## config.mk

```make
export PLATFORM = sky130hd
export DESIGN_NAME = mem_arbiter
export DESIGN_NICKNAME = d
export VERILOG_FILES = /design/src/rtl/mem_arbiter.sv
export SDC_FILE = /design/constraint.sdc
export NUM_CORES = 1
export LEC_CHECK = 0
export CORE_MARGIN = 4
export CORE_UTILIZATION = 30
export CTS_CLUSTER_DIAMETER = 80
export DETAILED_ROUTE_END_ITERATION = 7
export GPL_ROUTABILITY_DRIVEN = 1
export GPL_TIMING_DRIVEN = 0
export PLACE_DENSITY = 0.58
export SYNTH_ARGS = -nofsm -noshare
export SYNTH_HDL_FRONTEND = slang
export SYNTH_SLANG_ARGS = --single-unit
```

## constraint.sdc

```tcl
create_clock -name clock -period 2.3 [get_ports clock]
set_clock_uncertainty 0.15 [all_clocks]
set_input_delay 0.345 -clock clock [delete_from_list [all_inputs] [get_ports clock]]
set_output_delay 0.345 -clock clock [all_outputs]
set_load 0.03 [all_outputs]
```

## src/rtl/mem_arbiter.sv

```systemverilog
`default_nettype none
// ============================================================================
// Module   : mem_arbiter
// Purpose  : Two-requester arbiter in front of a single-port synchronous
//            memory. The requesters are a processor (p_*) and a program
//            loader (l_*). Each access takes three states: IDLE (grant),
//            ACCESS (memory cycle) and RESP (read data capture). The
//            completion ack is a one-cycle registered pulse. When both
//            requesters are eligible, the one that was not served last wins.
// Ports    :
//   clock                          single clock, rising edge
//   reset_n                        synchronous active-low reset
//   p_req/p_we/p_addr/p_wdata      processor request, access type, address, data
//   p_ack/p_rdata                  processor completion pulse and read data
//   l_req/l_we/l_addr/l_wdata      loader request, access type, address, data
//   l_ack/l_rdata                  loader completion pulse and read data
//   mem_addr/mem_wdata/mem_we      memory address, write data, write strobe
//   mem_rdata                      memory read data, one cycle after address
//   busy                           high whenever the FSM is not IDLE
//   owner                          current/last granted requester (1 = loader)
// Revision : 1.0 - initial release
// ============================================================================
module mem_arbiter #(
  parameter int ADDR_W = 16,
  parameter int DATA_W = 16
) (
  input  logic              clock,
  input  logic              reset_n,
  input  logic              p_req,
  input  logic              p_we,
  input  logic [ADDR_W-1:0] p_addr,
  input  logic [DATA_W-1:0] p_wdata,
  output logic              p_ack,
  output logic [DATA_W-1:0] p_rdata,
  input  logic              l_req,
  input  logic              l_we,
  input  logic [ADDR_W-1:0] l_addr,
  input  logic [DATA_W-1:0] l_wdata,
  output logic              l_ack,
  output logic [DATA_W-1:0] l_rdata,
  output logic [ADDR_W-1:0] mem_addr,
  output logic [DATA_W-1:0] mem_wdata,
  output logic              mem_we,
  input  logic [DATA_W-1:0] mem_rdata,
  output logic              busy,
  output logic              owner
);

  localparam logic [1:0] IDLE   = 2'd0;
  localparam logic [1:0] ACCESS = 2'd1;
  localparam logic [1:0] RESP   = 2'd2;

  logic [1:0]        state;
  logic              lat_we;
  logic [ADDR_W-1:0] lat_addr;
  logic [DATA_W-1:0] lat_wdata;

  logic p_elig;
  logic l_elig;
  logic grant_any;
  logic grant_sel;

  // A requester whose ack is high this cycle still shows its old req; it is
  // masked so the stale request is not granted a second time.
  always_comb begin
    p_elig    = p_req & ~p_ack;
    l_elig    = l_req & ~l_ack;
    grant_any = p_elig | l_elig;
    // Both eligible: serve the one that was not served last. owner resets
    // to the loader so the processor wins the first contested grant.
    grant_sel = (p_elig & l_elig) ? ~owner : l_elig;
  end

  always_ff @(posedge clock) begin
    if (!reset_n) begin
      state     <= IDLE;
      owner     <= 1'b1;
      lat_we    <= 1'b0;
      lat_addr  <= '0;
      lat_wdata <= '0;
      p_ack     <= 1'b0;
      l_ack     <= 1'b0;
      p_rdata   <= '0;
      l_rdata   <= '0;
    end else begin
      // Acks are single-cycle pulses; only the RESP branch raises one.
      p_ack <= 1'b0;
      l_ack <= 1'b0;
      case (state)
        IDLE: begin
          if (grant_any) begin
            state     <= ACCESS;
            owner     <= grant_sel;
            lat_we    <= grant_sel ? l_we    : p_we;
            lat_addr  <= grant_sel ? l_addr  : p_addr;
            lat_wdata <= grant_sel ? l_wdata : p_wdata;
          end
        end
        ACCESS: begin
          state <= RESP;
        end
        RESP: begin
          state <= IDLE;
          // Memory output now reflects the address presented in ACCESS.
          if (owner) begin
            l_ack <= 1'b1;
            if (!lat_we) l_rdata <= mem_rdata;
          end else begin
            p_ack <= 1'b1;
            if (!lat_we) p_rdata <= mem_rdata;
          end
        end
        default: begin
          state <= IDLE;
        end
      endcase
    end
  end

  assign mem_addr  = lat_addr;
  assign mem_wdata = lat_wdata;
  assign mem_we    = (state == ACCESS) & lat_we;
  assign busy      = (state != IDLE);

endmodule
`default_nettype wire

```

==> out/metrics.cfg <==
[outcome]
outcome = complete, no violations

[worst_setup_path]
critPathMaxStageDelay_ps = 480
r2r_slack_ps = 290
worstPathArrival_ps = 1570
r2r_start = l_ack
critPathKind = flip-flop to primary output
path_cells = or2_1, buf_6, buf_2, clkbuf_2
required_ps = 1800
rr_worst_depth = 5
crit_slowest_cell = dfxtp_1
end_kind = primary output
rr_endpoint = mem_addr[0]
worst-path-max-fanout = 10
critPathLaunchType = flip-flop

[detailed_routing]
final_antenna_net_count = 0
drt_drc_violations_left = 0
drt_pass1_iterations = 4
dr.first_iter.drc_count = 123
drt_wl_total_um = 11910
via_per_inst = 5.030
vias = 3566
wire_per_inst_um = 16.79

[finish]
multi_input_area_um2 = 1765
fin_area_um2 = 5524
fin_util = 0.4817
area_delta_synth_final_pct = 56.78
num_antenna_cells = 0
fillCellCount = 1114
nets = 647
seqCellArea_um2 = 1401
layout-drive-gt1-share = 0.1113
instances_no_fill = 709

[floorplan]
num_rows = 39
dieArea_um2 = 13540
core_area_um2 = 11470
io-pin-count = 155
start_util = 0.3073
die_x_um = 116.4
die_height_um = 116.4

[synthesis]
synth_most_common_cell = dfxtp_1
netlist_top_cells_area = dfxtp_1 40%, a221oi_2 12%, a221oi_1 9.2%
netlist.area_leader.share = 0.3977
yosysWarnings = 0
syn_area_um2 = 3523
synth.distinct_cells = 28
synth_edf_count = 0
synth_common_cells = 70 x dfxtp_1, 64 x nand2_1, 37 x a221oi_1, 34 x and3b_1, 33 x inv_1
syn_nets = 482
postSynthAreaPerCell_um2 = 8.897
yosysTopAreaCell = dfxtp_1
async_flop_share = 0
synthFlopType = dfxtp_1
ys_seq_area_frac = 0.3977
synth_cells = 396
ys_ff_latch = 70

[clock_network]
cts_buffer_depth = 2
cts_tree = done
cts_made_buffers = 9
worstSkewPairLatency_ps = 340
htree_num_levels = 3
ctsHoldBuffers = 0
cts-root-buf = clkbuf_16
clock_sinks = 70
path_clk_slew_ps = 60

[timing]
fmax_ghz = 0.4847
maxSlewViolCount = 0
setup_viol = 0
setup_tns_ps = 0
period_minus_slack_ps = 2063
finalCritPeriodShare = 0.8970
fin_hold_ws_ps = 302.7
maxSlewHeadroom = 0.5289
hold_viol = 0
rsz0062_at_grt = no
worst_slew_pin_slew_ps = 706.7

[worst_hold_path]
min_path_type = flip-flop to flip-flop
hp-start = p_rdata[9]
holdPathStages = 2
hold_end = p_rdata[9]

[run]
max-cap-violations = 0

[power]
powerDensity_nw_per_um2 = 678.5
ir_drop_mv = 0.3006
p_leak_nw = 1.971

[placed_design]
dp_cells = 693
io_buffers = 154
dpl_cell_area_um2 = 5244
place_congestion = 0.7508
hpwl_um = 8954

[global_routing]
grt_antenna_before_repair = 0
grt_pass1_vias = 3624
overflow = 0
grt_pass1_wl_um = 18350
grt_max_degree = 16
grt_usage = 0.1744

## cells in the final DEF, fill, tap and decap left out, drive strengths merged
cell / n
nand2b: 2
inv: 38
and3b: 34
and4b: 1
a221oi: 66
o21ai: 33
or2: 1
a211o: 1
a21oi: 32
dfxtp: 70
clkinv: 1
and4bb: 1
nand3b: 1
nor3b: 2
or4b: 1
dlygate4sd2: 1
clkdlybuf4s50: 152
nor3: 1
nor2: 1
nand2: 64
buf: 15
clkbuf: 42
nand4bb: 1
nor4b: 2
a21o: 1
clkinvlp: 2
## metal layers
layer | track usage | up-vias | wire (µm)
met3 | 0.04715 | 21 | 881
met1 | 0.2097 | 1671 | 4902
met2 | 0.2879 | 104 | 5762
met5 | 0 | - | 0
met4 | 0.08430 | 0 | 359
li1 | - | 1770 | -
## critical path: cells and delay by family (launching register included)
| kind | cells | cell delay [ps] |
|---|---|---|
| buffers and inverters | 3 | 590 |
| and+or+nand+nor | 1 | 160 |
| DFF | 1 | 480 |
## stage by stage
step | total power [mW] | setup WS, ps
2_1_floorplan | 1.994 | 486.3
5_1_grt | 3.932 | 80.85
4_1_cts | 3.791 | 26.03
6_report | 3.748 | 236.8
3_3_place_gp | 2.427 | -70.55
3_5_place_dp | 2.437 | -125.7
## timing repair
item | CTS | global route
setup endpoints to repair | 2 | 1
gates resized for setup | 2 | 2
buffers inserted | 0 | 0
## area by class of cell
cell class,count,area share
plain buffers,47,0.04145
repair buffers,154,0.2779
multi-input cells,245,0.3196
clock inverters,7,0.01110
clock buffers,9,0.04077
well taps,143,0.03239
flip-flops and latches,70,0.2537
inverters,34,0.02310
## sequential cells by signal, summed over array words and instances (netlist names), 2 cells and up
register / flops
state: 2
mem_addr: 16
l_rdata: 16
p_rdata: 16
mem_wdata: 16
## worst max path at each step
stage	cells past startpoint	from	slack (ps)	to
after floorplan	6	owner	490	p_rdata[10]
after global placement	6	l_req	-70	mem_addr[2]
after detailed placement	6	l_req	-130	mem_addr[2]
after CTS	4	state[0]	30	busy
after global routing	6	l_req	80	mem_addr[0]
final	4	state[0]	240	busy
## logic make-up (layout without fill, tap and decap cells)
kind of cell / Yosys count / after routing / synth area share
flip-flops: 70 / 70 / 0.3977
AO/OA/AOI/OAI: 133 / 133 / 0.3125
buffers and inverters: 81 / 251 / 0.1012
AND/OR/NAND/NOR: 112 / 112 / 0.1886
## report_power, final
part | total [mW] | switching [mW] | internal (mW)
Combinational | 1.04 | 0.562 | 0.481
Clock | 1.35 | 0.593 | 0.753
Sequential | 1.36 | 0.0541 | 1.30
Power figures use the tool's default switching activity.
